===== src/rtl/uart_rx_oversampler.sv =====
// uart_rx_oversampler
//   UART receiver fed by a 16x-oversample enable from the baud-rate generator.
//   It detects start edges, rejects short glitches, and deserialises frames
//   LSB-first. Each byte is presented with a one-cycle valid strobe, and a bad
//   stop bit raises a one-cycle framing-error strobe.
//   baud_clk is never used as a clock. It is synchronised, and its rising
//   edge becomes a one-cycle tick enable in the sysclk domain.
//
// Optional build macro: UART_RX_PARITY_EN
//   When defined, an even-parity bit is received between the data bits and
//   the stop bit, and the parity_err output is added.
//
// Ports:
//   sysclk     in   system clock, all state on rising edge
//   reset_n    in   asynchronous active-low reset
//   baud_clk   in   oversample clock level (asynchronous)
//   rx         in   serial line, idle high (asynchronous)
//   rx_data    out  last good received byte
//   rx_valid   out  one-cycle pulse when rx_data updates
//   frame_err  out  one-cycle pulse when the stop bit is sampled low
//   busy       out  high while a frame is in progress
//   parity_err out  (UART_RX_PARITY_EN only) pulses with rx_valid on mismatch
module uart_rx_oversampler #(
  parameter int OVERSAMPLE = 16,
  parameter int DATA_BITS  = 8
) (
  input  logic                 sysclk,
  input  logic                 reset_n,
  input  logic                 baud_clk,
  input  logic                 rx,
  output logic [DATA_BITS-1:0] rx_data,
  output logic                 rx_valid,
  output logic                 frame_err,
  output logic                 busy
`ifdef UART_RX_PARITY_EN
  ,
  output logic                 parity_err
`endif
);

  localparam int CW = $clog2(OVERSAMPLE);
  localparam int BW = $clog2(DATA_BITS);
  localparam logic [CW-1:0] TICK_MID = CW'(OVERSAMPLE / 2 - 1);
  localparam logic [CW-1:0] TICK_END = CW'(OVERSAMPLE - 1);
  localparam logic [BW-1:0] BIT_LAST = BW'(DATA_BITS - 1);

`ifdef UART_RX_PARITY_EN
  typedef enum logic [2:0] {
    ST_IDLE   = 3'd0,
    ST_START  = 3'd1,
    ST_DATA   = 3'd2,
    ST_PARITY = 3'd3,
    ST_STOP   = 3'd4
  } state_t;

  // High when data plus received parity bit holds an odd number of ones.
  function automatic logic parity_mismatch(input logic [DATA_BITS-1:0] d,
                                           input logic p);
    parity_mismatch = ^{d, p};
  endfunction
`else
  typedef enum logic [1:0] {
    ST_IDLE  = 2'd0,
    ST_START = 2'd1,
    ST_DATA  = 2'd2,
    ST_STOP  = 2'd3
  } state_t;
`endif

  logic                 baud_meta_r, baud_sync_r, baud_prev_r, tick_r;
  logic                 rx_meta_r, rx_sync_r, rx_prev_r;
  logic                 rx_fall_s;
  state_t               state_r;
  logic [CW-1:0]        tick_cnt_r;
  logic [BW-1:0]        bit_cnt_r;
  logic [DATA_BITS-1:0] shift_r;
  logic [DATA_BITS-1:0] rx_data_r;
  logic                 rx_valid_r, frame_err_r, busy_r;
`ifdef UART_RX_PARITY_EN
  logic                 par_bit_r, parity_err_r;
`endif

  // Two-flop synchronisers for both inputs, plus a registered baud_clk rising-edge tick.
  // The rx flops reset high so that a reset never looks like a start edge.
  always_ff @(posedge sysclk or negedge reset_n) begin
    if (!reset_n) begin
      baud_meta_r <= 1'b0;
      baud_sync_r <= 1'b0;
      baud_prev_r <= 1'b0;
      tick_r      <= 1'b0;
      rx_meta_r   <= 1'b1;
      rx_sync_r   <= 1'b1;
      rx_prev_r   <= 1'b1;
    end else begin
      baud_meta_r <= baud_clk;
      baud_sync_r <= baud_meta_r;
      baud_prev_r <= baud_sync_r;
      tick_r      <= baud_sync_r & ~baud_prev_r;
      rx_meta_r   <= rx;
      rx_sync_r   <= rx_meta_r;
      rx_prev_r   <= rx_sync_r;
    end
  end

  assign rx_fall_s = rx_prev_r & ~rx_sync_r;

  // Frame FSM: counters move only on tick cycles, and strobes default low each cycle.
  always_ff @(posedge sysclk or negedge reset_n) begin
    if (!reset_n) begin
      state_r      <= ST_IDLE;
      tick_cnt_r   <= '0;
      bit_cnt_r    <= '0;
      shift_r      <= '0;
      rx_data_r    <= '0;
      rx_valid_r   <= 1'b0;
      frame_err_r  <= 1'b0;
      busy_r       <= 1'b0;
`ifdef UART_RX_PARITY_EN
      par_bit_r    <= 1'b0;
      parity_err_r <= 1'b0;
`endif
    end else begin
      rx_valid_r   <= 1'b0;
      frame_err_r  <= 1'b0;
`ifdef UART_RX_PARITY_EN
      parity_err_r <= 1'b0;
`endif
      case (state_r)
        ST_IDLE: begin
          if (rx_fall_s) begin
            state_r    <= ST_START;
            tick_cnt_r <= '0;
            busy_r     <= 1'b1;
          end
        end
        ST_START: begin
          if (tick_r) begin
            if (tick_cnt_r == TICK_MID) begin
              if (!rx_sync_r) begin
                state_r    <= ST_DATA;
                tick_cnt_r <= '0;
                bit_cnt_r  <= '0;
              end else begin
                // A start bit that is high again at mid-bit is a line glitch.
                state_r <= ST_IDLE;
                busy_r  <= 1'b0;
              end
            end else begin
              tick_cnt_r <= tick_cnt_r + CW'(1);
            end
          end
        end
        ST_DATA: begin
          if (tick_r) begin
            if (tick_cnt_r == TICK_END) begin
              tick_cnt_r <= '0;
              shift_r    <= {rx_sync_r, shift_r[DATA_BITS-1:1]};
              if (bit_cnt_r == BIT_LAST) begin
`ifdef UART_RX_PARITY_EN
                state_r <= ST_PARITY;
`else
                state_r <= ST_STOP;
`endif
              end else begin
                bit_cnt_r <= bit_cnt_r + BW'(1);
              end
            end else begin
              tick_cnt_r <= tick_cnt_r + CW'(1);
            end
          end
        end
`ifdef UART_RX_PARITY_EN
        ST_PARITY: begin
          if (tick_r) begin
            if (tick_cnt_r == TICK_END) begin
              tick_cnt_r <= '0;
              par_bit_r  <= rx_sync_r;
              state_r    <= ST_STOP;
            end else begin
              tick_cnt_r <= tick_cnt_r + CW'(1);
            end
          end
        end
`endif
        ST_STOP: begin
          if (tick_r) begin
            if (tick_cnt_r == TICK_END) begin
              tick_cnt_r <= '0;
              state_r    <= ST_IDLE;
              busy_r     <= 1'b0;
              if (rx_sync_r) begin
                rx_data_r    <= shift_r;
                rx_valid_r   <= 1'b1;
`ifdef UART_RX_PARITY_EN
                parity_err_r <= parity_mismatch(shift_r, par_bit_r);
`endif
              end else begin
                frame_err_r <= 1'b1;
              end
            end else begin
              tick_cnt_r <= tick_cnt_r + CW'(1);
            end
          end
        end
        default: begin
          state_r <= ST_IDLE;
          busy_r  <= 1'b0;
        end
      endcase
    end
  end

  assign rx_data   = rx_data_r;
  assign rx_valid  = rx_valid_r;
  assign frame_err = frame_err_r;
  assign busy      = busy_r;
`ifdef UART_RX_PARITY_EN
  assign parity_err = parity_err_r;
`endif

endmodule


===== config.mk =====
export PLATFORM = sky130hd
export DESIGN_NAME = uart_rx_oversampler
export DESIGN_NICKNAME = d
export VERILOG_FILES = /design/src/rtl/uart_rx_oversampler.sv
export SDC_FILE = /design/constraint.sdc
export NUM_CORES = 1
export LEC_CHECK = 0
export CAP_MARGIN = 25
export CORE_ASPECT_RATIO = 1.25
export CORE_MARGIN = 1
export CORE_UTILIZATION = 45
export CTS_CLUSTER_DIAMETER = 60
export DETAILED_ROUTE_END_ITERATION = 12
export PLACE_DENSITY = 0.65
export SLEW_MARGIN = 15
export SYNTH_ARGS = -nofsm -noshare
export SYNTH_HDL_FRONTEND = slang
export SYNTH_SLANG_ARGS = --single-unit
export TNS_END_PERCENT = 20

===== constraint.sdc =====
create_clock -name sysclk -period 3.98 [get_ports sysclk]
set_input_delay 1.194 -clock sysclk [delete_from_list [all_inputs] [get_ports sysclk]]
set_output_delay 1.194 -clock sysclk [all_outputs]
set_load 0.02 [all_outputs]

Word level (Yosys, flattened, before mapping)
Index checks and enable logic that the tools add are counted.
{"block": "op_classes", "add_sub_neg": 2, "n_mul": 0, "div_mod_pow": 0, "n_lt_le_gt_ge": 0, "eq_ne": 19, "n_shift": 0, "n_mux": 39, "n_bitwise": 4, "n_reduce_logical": 10}
{"cell": "$mux 4", "n": 6}
{"cell": "$ne 2x2->1 const B", "n": 11}
{"cell": "$mux 2", "n": 9}
{"cell": "$mux 3", "n": 6}
{"cell": "$mux 1", "n": 14}
{"cell": "$reduce_and 7->1", "n": 2}
{"cell": "$pmux 4 s3", "n": 1}
{"cell": "$pmux 2 s4", "n": 1}
{"cell": "$reduce_and 4->1", "n": 2}
{"cell": "$reduce_and 8->1", "n": 1}
{"cell": "$pmux 3 s2", "n": 1}
{"cell": "$add 4x1->4 const B", "n": 1}
{"cell": "$eq 2x2->1 const B", "n": 2}
{"cell": "$eq 4x3->1 const B", "n": 1}
{"cell": "$eq 4x4->1 const B", "n": 1}
{"cell": "$add 3x1->3 const B", "n": 1}
{"cell": "$eq 3x3->1 const B", "n": 1}
{"cell": "$ne 3x3->1 const B", "n": 1}
{"cell": "$pmux 1 s3", "n": 1}
{"cell": "$reduce_and 3->1", "n": 1}
{"cell": "$reduce_bool 3->1", "n": 1}
{"cell": "$and 1x1->1", "n": 2}
{"cell": "$eq 2x1->1 const B", "n": 1}
{"cell": "$logic_not 2->1", "n": 1}
{"cell": "4 further kinds", "n": 5}
{"block": "word_totals", "register_bits": 35, "latchBits": 0, "mem_bits_rw": 0, "mem_bits_ro": 0, "input_bits": 4, "output_inout_bits": 11, "wordCells": 89, "n_memories": 0}

Logic depth before layout (Yosys ltp)
Gate-level depths: netlist of run 1.
{"block": "depth", "depth_word": 5, "ltp_mapped": 6, "depth_no_buf": 5}

Worst setup path after synthesis of run 1
No wires, ideal clock.
{"block": "synth_timing", "path_kind": "register -> register", "start": "register tick_cnt_r[0]", "end": "register bit_cnt_r[1]", "setup_time_ps": 125, "arrival_time_ps": 1511, "t_required_ps": 3855, "path_slack_ps": 2344, "stages_incl_launch_ff": 6, "path_buffers": 0, "synth_period_minus_slack_ps": 1636, "cell_sequence": "dfrtp_1 > ha_1 > nand3b_1 > and4b_1 > nor2_1 > mux2_2"}
{"block": "synth_via", "elab_chain_cells": 3, "elab_cells_between_ends": 5, "cone_classes": "eq/ne (4); reduce/logical (1)"}
{"item": "from (decl)", "line": "74", "source": "logic [CW-1:0] tick_cnt_r;"}
{"item": "from (signal assigned)", "line": "149", "source": "tick_cnt_r <= tick_cnt_r + CW'(1);"}
{"item": "from (signal assigned)", "line": "168", "source": "tick_cnt_r <= tick_cnt_r + CW'(1);"}
{"item": "from (signal assigned)", "line": "201", "source": "tick_cnt_r <= tick_cnt_r + CW'(1);"}
{"item": "$eq 4x4->1 or $eq 4x3->1 (tied branches)", "line": "155, 138"}
{"item": "$ne 2x2->1 (no line)"}
{"item": "$reduce_and 7->1 (no line) *"}
{"item": "to (signal assigned)", "line": "165", "source": "bit_cnt_r <= bit_cnt_r + BW'(1);"}
{"item": "to (decl)", "line": "75", "source": "logic [BW-1:0] bit_cnt_r;"}
Mark *: on every way between the ends. The rest lies on a longest branch, timed or not.
A chain may end at the register's enable or synchronous reset.

Worst setup path in the final report of run 1
{"block": "layout_timing", "start": "register busy_r (netlist: busy)", "end": "output port busy"}
{"item": "from (decl)", "line": "78", "source": "logic rx_valid_r, frame_err_r, busy_r;"}
{"item": "from (signal assigned)", "line": "117", "source": "busy_r <= 1'b0;"}
{"item": "from (signal assigned)", "line": "133", "source": "busy_r <= 1'b1;"}
{"item": "from (signal assigned)", "line": "146", "source": "busy_r <= 1'b0;"}
{"item": "to (decl)", "line": "34", "source": "output logic busy"}
No word-level cell between the ends.

==> results_tabular.tex, run 1 <==
\begin{tabular}{lr}
\hline
Metric & Value \\
\hline
\multicolumn{2}{l}{\textbf{Outcome}} \\
Outcome & finished clean \\
\multicolumn{2}{l}{\textbf{Global routing}} \\
Maximum number of pins on one net before global-route repair & 36 \\
GRT Resource Usage Total & around 17\% \\
Initial antenna violation count & 0 \\
Global-route track usage on met3 & approximately 6.2\% \\
Residual overflow from global routing & 0 \\
GRT busiest layer & met2 \\
Via count of the first global-routing pass & slightly above 900 \\
Met2 Use GR & 24.1\% \\
Global-route wire length before repair & around 4200 µm \\
Met1 Resource Use GR & between 20\% and 30\% \\
\multicolumn{2}{l}{\textbf{Synthesis}} \\
Adder-cell area share of the yosys netlist & roughly 2.5\% \\
Net count after synthesis & about 120 \\
Ranking of synthesized cells by area & sky130\_fd\_sc\_hd\_\_dfrtp\_1 (53\%), sky130\_fd\_sc\_hd\_\_mux2\_2 (14\%), sky130\_fd\_sc\_hd\_\_dfstp\_2 (5.3\%), sky130\_fd\_sc\_hd\_\_ha\_1 (2.5\%), sky130\_fd\_sc\_hd\_\_o21ai\_0 (2.0\%) \\
Synthesis-stage register bit count & 35 \\
Most used DFF post-synth & sky130\_fd\_sc\_hd\_\_dfrtp\_1 \\
Yosys top cell area share & between 50\% and 60\% \\
Sequential cell area fraction in the yosys report & between 50\% and 60\% \\
Synth async-reset ratio & between 90\% and 100\% \\
Most frequent cell after synthesis & sky130\_fd\_sc\_hd\_\_dfrtp\_1 \\
Post-synthesis cell type count & 34 \\
Main combinational cell family by area after synthesis & multiplexers \\
Number of synthesized flops with an enable pin & 0 \\
Fraction of synthesized cell area in xor and xnor cells & less than 1\% \\
Post-synthesis cell count & 117 \\
Multiplexer share of the synthesized area & around 14\% \\
Total standard cell area after synthesis & 1500 µm² \\
Synth area leader & sky130\_fd\_sc\_hd\_\_dfrtp\_1 \\
Post-synthesis compound-gate area fraction & between 9 and 10\% \\
Commonest cells in the netlist & sky130\_fd\_sc\_hd\_\_dfrtp\_1 (32), sky130\_fd\_sc\_hd\_\_mux2\_2 (19), sky130\_fd\_sc\_hd\_\_nor2\_1 (7) \\
Mean instance size in the synthesized netlist & between 10 and 15 µm² \\
Simple-gate share of the synthesized area & between 10\% and 20\% \\
Number of warning messages in the yosys log & 0 \\
\multicolumn{2}{l}{\textbf{Timing}} \\
Unrepaired setup endpoints after global routing & false \\
Final Hold Violating Endpoints & 0 \\
Sum of negative setup slack & 0 ps \\
Fmax achieved & $\sim$400 MHz \\
Worst relative slew slack & a little under two thirds \\
Final clock period utilization by the worst path & 61.6\% \\
Setup-failing EPs final & 0 \\
Min Clock Period, post-route & approximately 2500 ps \\
Slew at the pin closest to its max-slew limit & $\sim$540 ps \\
Setup skew after layout & about 7 ps \\
Number of slew-limit violations in the final report & 0 \\
\multicolumn{2}{l}{\textbf{Setup path}} \\
CP top delay family & buffers and inverters \\
Library cell contributing the largest single delay on the critical path & sky130\_fd\_sc\_hd\_\_clkdlybuf4s50\_1 \\
Category of the worst setup path capture point & primary output \\
Reg2Reg Capture Point & rx\_data[7] \\
Crit path arrival time & approximately 1300 ps \\
Critical R2R Launch & tick\_cnt\_r[0] \\
Number of buffer and inverter stages on the critical path & 1 \\
Required time at the endpoint of the critical path & between 2000 and 3000 ps \\
CP max stage delay & 610 ps \\
Ordered cell list for the critical path & clkdlybuf4s50\_1 \\
Reg2reg setup slack & between 2000 and 2500 ps \\
Largest fanout on the critical path & 3 \\
Path depth of the worst reg2reg path & 4 \\
Critical path class & flip-flop to primary output \\
CP startpoint kind & flip-flop \\
\multicolumn{2}{l}{\textbf{Power and ir drop}} \\
Pwr/cell area & approximately 460 nW/µm² \\
Cell leakage power & 0.809 nW \\
Sequential share of power & 54.3\% \\
PnR Total Power & 814 µW \\
Net switching component of the power & around 250 µW \\
Clock power share & 30.5\% \\
Internal Pwr Total & around 560 µW \\
Part of the power in combinational logic & about 15\% \\
Sw Share & between 30\% and 40\% \\
Maximum vdd ir drop & 0.000307 V \\
\multicolumn{2}{l}{\textbf{Clock tree}} \\
Clock sinks & 35 \\
Clock buffer depth & 2 \\
H-tree Lvls & 2 \\
Library cell used as clock root buffer & sky130\_fd\_sc\_hd\_\_clkbuf\_8 \\
Post\_cts resized & 0 \\
Num CTS Buffers & 5 \\
Post-CTS repair timing setup buffer count & 0 \\
Number of hold-repair buffers added at the cts stage & 0 \\
Clock latency of the later-clocked register in the worst-skew pair & $\sim$280 ps \\
Clock Pin Slew Worst Setup and Hold Paths & 70 ps \\
TritonCTS clock tree & done \\
\multicolumn{2}{l}{\textbf{Route}} \\
Number of nets with antenna violations after detailed routing & 0 \\
Routed vias & around 950 \\
Average via count per standard cell & 5.51 \\
Post-Route WL & between 2000 and 3000 µm \\
Number of iterations in the first detailed-routing pass & 4 \\
Routed wirelength normalized by instance count & 14.5 µm \\
DR DRC count & 0 \\
Drt first-iter violations & 32 \\
\multicolumn{2}{l}{\textbf{Die}} \\
Core Rows & 23 \\
Floorplan Core Area & roughly 3200 µm² \\
Die Area & between 3000 and 4000 µm² \\
IO Pins & 15 \\
Starting utilization of the core area & between 40\% and 50\% \\
Floorplan die width & $\sim$54 µm \\
Vert. Die Dim & between 60 and 70 µm \\
\multicolumn{2}{l}{\textbf{Min path}} \\
Type of the tightest min-delay check & flip-flop to flip-flop \\
Cell depth of the worst hold path & 0 \\
Endpoint with the worst hold slack & rx\_sync\_r \\
Hold Startpoint & rx\_meta\_r \\
\multicolumn{2}{l}{\textbf{Final layout}} \\
Nets@finish & 142 \\
Antenna diode instance count & 0 \\
Signed area change from the synthesized netlist to the final layout & 17.6\% \\
Proportion of layout cells with a drive suffix above 1 & around a quarter \\
\multicolumn{2}{l}{\textbf{Placement}} \\
Routability Congestion & roughly 0.76 \\
Half-perimeter wire length of the detailed placement result & roughly 1700 µm \\
I/O Buffers & 14 \\
\multicolumn{2}{l}{\textbf{Flow run}} \\
Max-cap violations & 0 \\
\hline
\end{tabular}
## power groups by stage
stage               Sequential (mW)  Combinational, mW  Clock (mW)
global placement              0.444              0.119           0
global route                  0.447              0.139       0.277
detailed placement            0.447              0.124           0
CTS                           0.441              0.124       0.260
finish                        0.442              0.124       0.248
floorplan                     0.413              0.121           0
## worst reg2reg max path, cell delays in order (launching register included)
cell                      delay (ps)
sky130_fd_sc_hd__dfrtp_1         370
sky130_fd_sc_hd__ha_1            340
sky130_fd_sc_hd__nand4_4         180
sky130_fd_sc_hd__nor3_4          450
sky130_fd_sc_hd__mux2_2          390
## layout by cell type, fill, tap and decap left out, drive strengths merged, types with 4 or more instances in the layout
master / Yosys / layout
o21ai: 6 / 6
nor2: 8 / 8
clkdlybuf4s50: 0 / 14
clkbuf: 1 / 5
dfrtp: 32 / 32
inv: 4 / 4
mux2: 19 / 19
## flip-flops by register name, summed over array words and instances (netlist names), 3 cells and up, named ones only
register,flops
rx_data,8
tick_cnt_r,4
shift_r,8
bit_cnt_r,3
## metrics by stage
stage               cells  util [%]  cell area [µm²]  hold WS (ps)  worst slack [ps]
global route          173      55.3             1770           367              1460
global placement      165      52.5             1680           334              1860
detailed placement    165      52.5             1680           343              1830
floorplan             117         -             1500           331              2340
CTS                   173      55.3             1770           361              1500
finish                173      55.3             1770           361              1530
## cell type report
cell class | count | area [µm²]
clock inverters | 3 | 20.0
repair buffers | 15 | 148
multi-input cells | 74 | 588
clock buffers | 5 | 68.8
well taps | 37 | 46.3
inverters | 4 | 15.0
fillers | 271 | 1430
flip-flops and latches | 35 | 880
## cell families (layout without fill, tap and decap cells)
group,count (synthesis),in the layout
AOI/OAI and AO/OA,21,21
xor gates and xnor gates,1,1
adders and majority gates,3,3
buffers and inverters,8,27
DFF,35,35
muxes,19,19
and+or+nand+nor,30,30
## per-layer routing
| metal | routed length, µm | share of wire [%] | up-vias |
|---|---|---|---|
| met1 | 1150 | 46 | 469 |
| li1 | - | - | 453 |
| met2 | 1210 | 48 | 25 |
| met3 | 90 | 3.6 | 6 |
| met4 | 70 | 2.8 | 0 |
| met5 | 0 | 0 | - |
## worst max-delay path by stage
stage | to | startpoint | depth (start not counted)
3_5_place_dp | busy | busy | 1
3_3_place_gp | busy | busy | 1
4_1_cts | busy | busy | 1
6_report | busy | busy | 1
2_1_floorplan | bit_cnt_r[1] | tick_cnt_r[0] | 5
5_1_grt | busy | busy | 1
Power figures use the tool's default switching activity.
==> run 2, diff against run 1 <==
- clock period: 3.98 -> 2.4 ns (I/O delays scaled with it)
==> run 2 against run 1 <==
  * Die area is the same
  * Worst setup slack lost 1100 ps
  * Core utilization down 0.24 points
  * Flip-flop and latch count unchanged
  * Worst hold slack got worse by 8.3 ps
  * Critical path depth unchanged
  * Wire length down 3.0%
  * Power increased by 63%
  * Clock-buffer cell count up 2
  * Clock power up 60%
  * Non-clock buffer count did not move
  * Register-to-register slack got worse by 1500 ps
  * Critical path type unchanged
  * Critical endpoint is now rx_data[1]
  * Largest power group unchanged
==> results_tabular.tex, run 2 (same netlist as run 1, synthesis figures left out) <==
\begin{tabular}{lr}
\hline
Metric & Value \\
\hline
\multicolumn{2}{l}{\textbf{Outcome}} \\
Outcome & finished clean \\
\multicolumn{2}{l}{\textbf{Clock tree}} \\
Number of hold-repair buffers added at the cts stage & 0 \\
Post\_cts resized & 0 \\
Post-CTS repair timing setup buffer count & 0 \\
H-tree Lvls & 2 \\
Clock Pin Slew Worst Setup and Hold Paths & 70 ps \\
Library cell used as clock root buffer & sky130\_fd\_sc\_hd\_\_clkbuf\_8 \\
Clock latency of the later-clocked register in the worst-skew pair & $\sim$280 ps \\
Clock sinks & 35 \\
TritonCTS clock tree & done \\
Num CTS Buffers & 5 \\
Clock buffer depth & 2 \\
\multicolumn{2}{l}{\textbf{Power and ir drop}} \\
Internal Pwr Total & roughly 940 µW \\
Clock power share & approximately 30\% \\
Maximum vdd ir drop & about 0.00044 V \\
Sw Share & between 20 and 30\% \\
Part of the power in combinational logic & between 10\% and 20\% \\
Cell leakage power & about 0.8 nW \\
Sequential share of power & 54.7\% \\
Net switching component of the power & 391 µW \\
Pwr/cell area & roughly 760 nW/µm² \\
\multicolumn{2}{l}{\textbf{Setup path}} \\
Critical path class & flip-flop to primary output \\
Path depth of the worst reg2reg path & 4 \\
Largest fanout on the critical path & 2 \\
Library cell contributing the largest single delay on the critical path & sky130\_fd\_sc\_hd\_\_clkdlybuf4s50\_1 \\
Number of buffer and inverter stages on the critical path & 1 \\
Ordered cell list for the critical path & clkdlybuf4s50\_1 \\
Crit path arrival time & between 1000 and 1500 ps \\
CP max stage delay & approximately 610 ps \\
Required time at the endpoint of the critical path & 1680 ps \\
CP startpoint kind & flip-flop \\
WP depth & 1 \\
Category of the worst setup path capture point & primary output \\
CP top delay family & buffers and inverters \\
\multicolumn{2}{l}{\textbf{Final layout}} \\
Antenna diode instance count & 0 \\
Commonest non-fill, non-tap cells in the layout & sky130\_fd\_sc\_hd\_\_dfrtp\_1 (32), sky130\_fd\_sc\_hd\_\_mux2\_2 (19), sky130\_fd\_sc\_hd\_\_clkdlybuf4s50\_1 (14) \\
Commonest non-fill, non-tap cell in the layout & sky130\_fd\_sc\_hd\_\_dfrtp\_1 \\
Proportion of layout cells with a drive suffix above 1 & between 20\% and 30\% \\
Number of inserted filler cells in the final layout & 261 \\
Register cell area after layout & between 800 and 900 µm² \\
Final non-filler cell area & 1760 µm² \\
Multi-input logic area & 588 µm² \\
Nets@finish & around 140 \\
Fin cells & about 170 \\
Signed area change from the synthesized netlist to the final layout & 17.1\% \\
\multicolumn{2}{l}{\textbf{Route}} \\
Post-Route WL & $\sim$2400 µm \\
Routed wirelength normalized by instance count & between 10 and 15 µm \\
Routed vias & 952 \\
Length of routed met2 wiring & approximately 1200 µm \\
Drt first-iter violations & 24 \\
Number of nets with antenna violations after detailed routing & 0 \\
Met3 Routed Length & $\sim$110 µm \\
DR DRC count & 0 \\
Number of iterations in the first detailed-routing pass & 4 \\
Met1 routed wirelength after detailed routing & 1090 µm \\
Average via count per standard cell & between 5 and 6 \\
Top layer reached by signal wires & met4 \\
\multicolumn{2}{l}{\textbf{Timing}} \\
Setup-failing EPs final & 0 \\
Crit path setup slack, layout & 433 ps \\
Unrepaired setup endpoints after global routing & false \\
Min Clock Period, post-route & 1970 ps \\
Sum of negative setup slack & 0 ps \\
Slew at the pin closest to its max-slew limit & between 400 and 500 ps \\
Setup skew after layout & between 4 and 5 ps \\
Fmax achieved & 508 MHz \\
Number of slew-limit violations in the final report & 0 \\
Worst relative slew slack & about two thirds \\
Final Hold Violating Endpoints & 0 \\
Final clock period utilization by the worst path & approximately 82\% \\
\multicolumn{2}{l}{\textbf{Global routing}} \\
Initial antenna violation count & 0 \\
Global-route wire length before repair & about 4000 µm \\
Residual overflow from global routing & 0 \\
Via count of the first global-routing pass & 944 \\
GRT Resource Usage Total & between 10\% and 20\% \\
Maximum number of pins on one net before global-route repair & 36 \\
\multicolumn{2}{l}{\textbf{Placement}} \\
Routability Congestion & a little over 0.9 \\
Setup slack at placement & approximately 570 ps \\
Number of placed instances, taps included & roughly 170 \\
Area after DPL & around 1700 µm² \\
Half-perimeter wire length of the detailed placement result & between 1500 and 2000 µm \\
I/O Buffers & 14 \\
\multicolumn{2}{l}{\textbf{Die}} \\
IO Pins & 15 \\
Die Area & about 3600 µm² \\
Core Rows & 23 \\
Starting utilization of the core area & 47.0\% \\
Floorplan Core Area & between 3000 and 4000 µm² \\
Floorplan die width & around 54 µm \\
Vert. Die Dim & between 60 and 70 µm \\
\multicolumn{2}{l}{\textbf{Min path}} \\
Type of the tightest min-delay check & flip-flop to flip-flop \\
Cell depth of the worst hold path & 0 \\
\multicolumn{2}{l}{\textbf{Flow run}} \\
Max-cap violations & 0 \\
\hline
\end{tabular}
-- run 2: cell count changes in the layout (fill, tap and decap cells not counted) --
cell	before	now
sky130_fd_sc_hd__clkinvlp_4	2	0
sky130_fd_sc_hd__clkbuf_1	0	2
-- run 2: metrics by stage --
step	hold WS, ps	power [mW]	utilization, %
after global placement	337	0.937	52.5
after global routing	358	1.40	55.0
after floorplan	331	0.885	-
after CTS	356	1.35	55.0
final	353	1.33	55.0
after detailed placement	341	0.943	52.5
-- run 2: path summary, 6_finish.rpt --
| path | slack (ps) | to | from |
|---|---|---|---|
| setup / recovery | 430 | rx_data[1] | rx_data[1] |
| hold / removal | 350 | baud_sync_r | baud_meta_r |
| setup reg to reg | 590 | rx_data[2] | tick_cnt_r[0] |
| hold reg to reg | 350 | baud_sync_r | baud_meta_r |
| max in group asynchronous | 1230 | rx_sync_r | reset_n |
| min in group asynchronous | 840 | tick_cnt_r[3] | reset_n |
-- run 2: per-layer routing --
layer	global-route usage, %	vias up
li1	-	462
met1	18.3	463
met2	26.5	22
met3	6.16	5
met4	7.57	0
met5	0	-
-- run 2: final cells by class --
| cell class | count | area share, % |
|---|---|---|
| clock inverters | 1 | 0.285 |
| well taps | 37 | 2.63 |
| clock buffers | 7 | 4.34 |
| flip-flops and latches | 35 | 50.0 |
| repair buffers | 15 | 8.40 |
| multi-input cells | 74 | 33.5 |
| inverters | 4 | 0.854 |
-- run 2: power groups by stage --
stage	clock network, mW	registers [mW]	logic, mW
detailed placement	0	0.737	0.206
CTS	0.414	0.726	0.206
global route	0.433	0.738	0.230
global placement	0	0.736	0.201
finish	0.398	0.727	0.204
floorplan	0	0.685	0.200
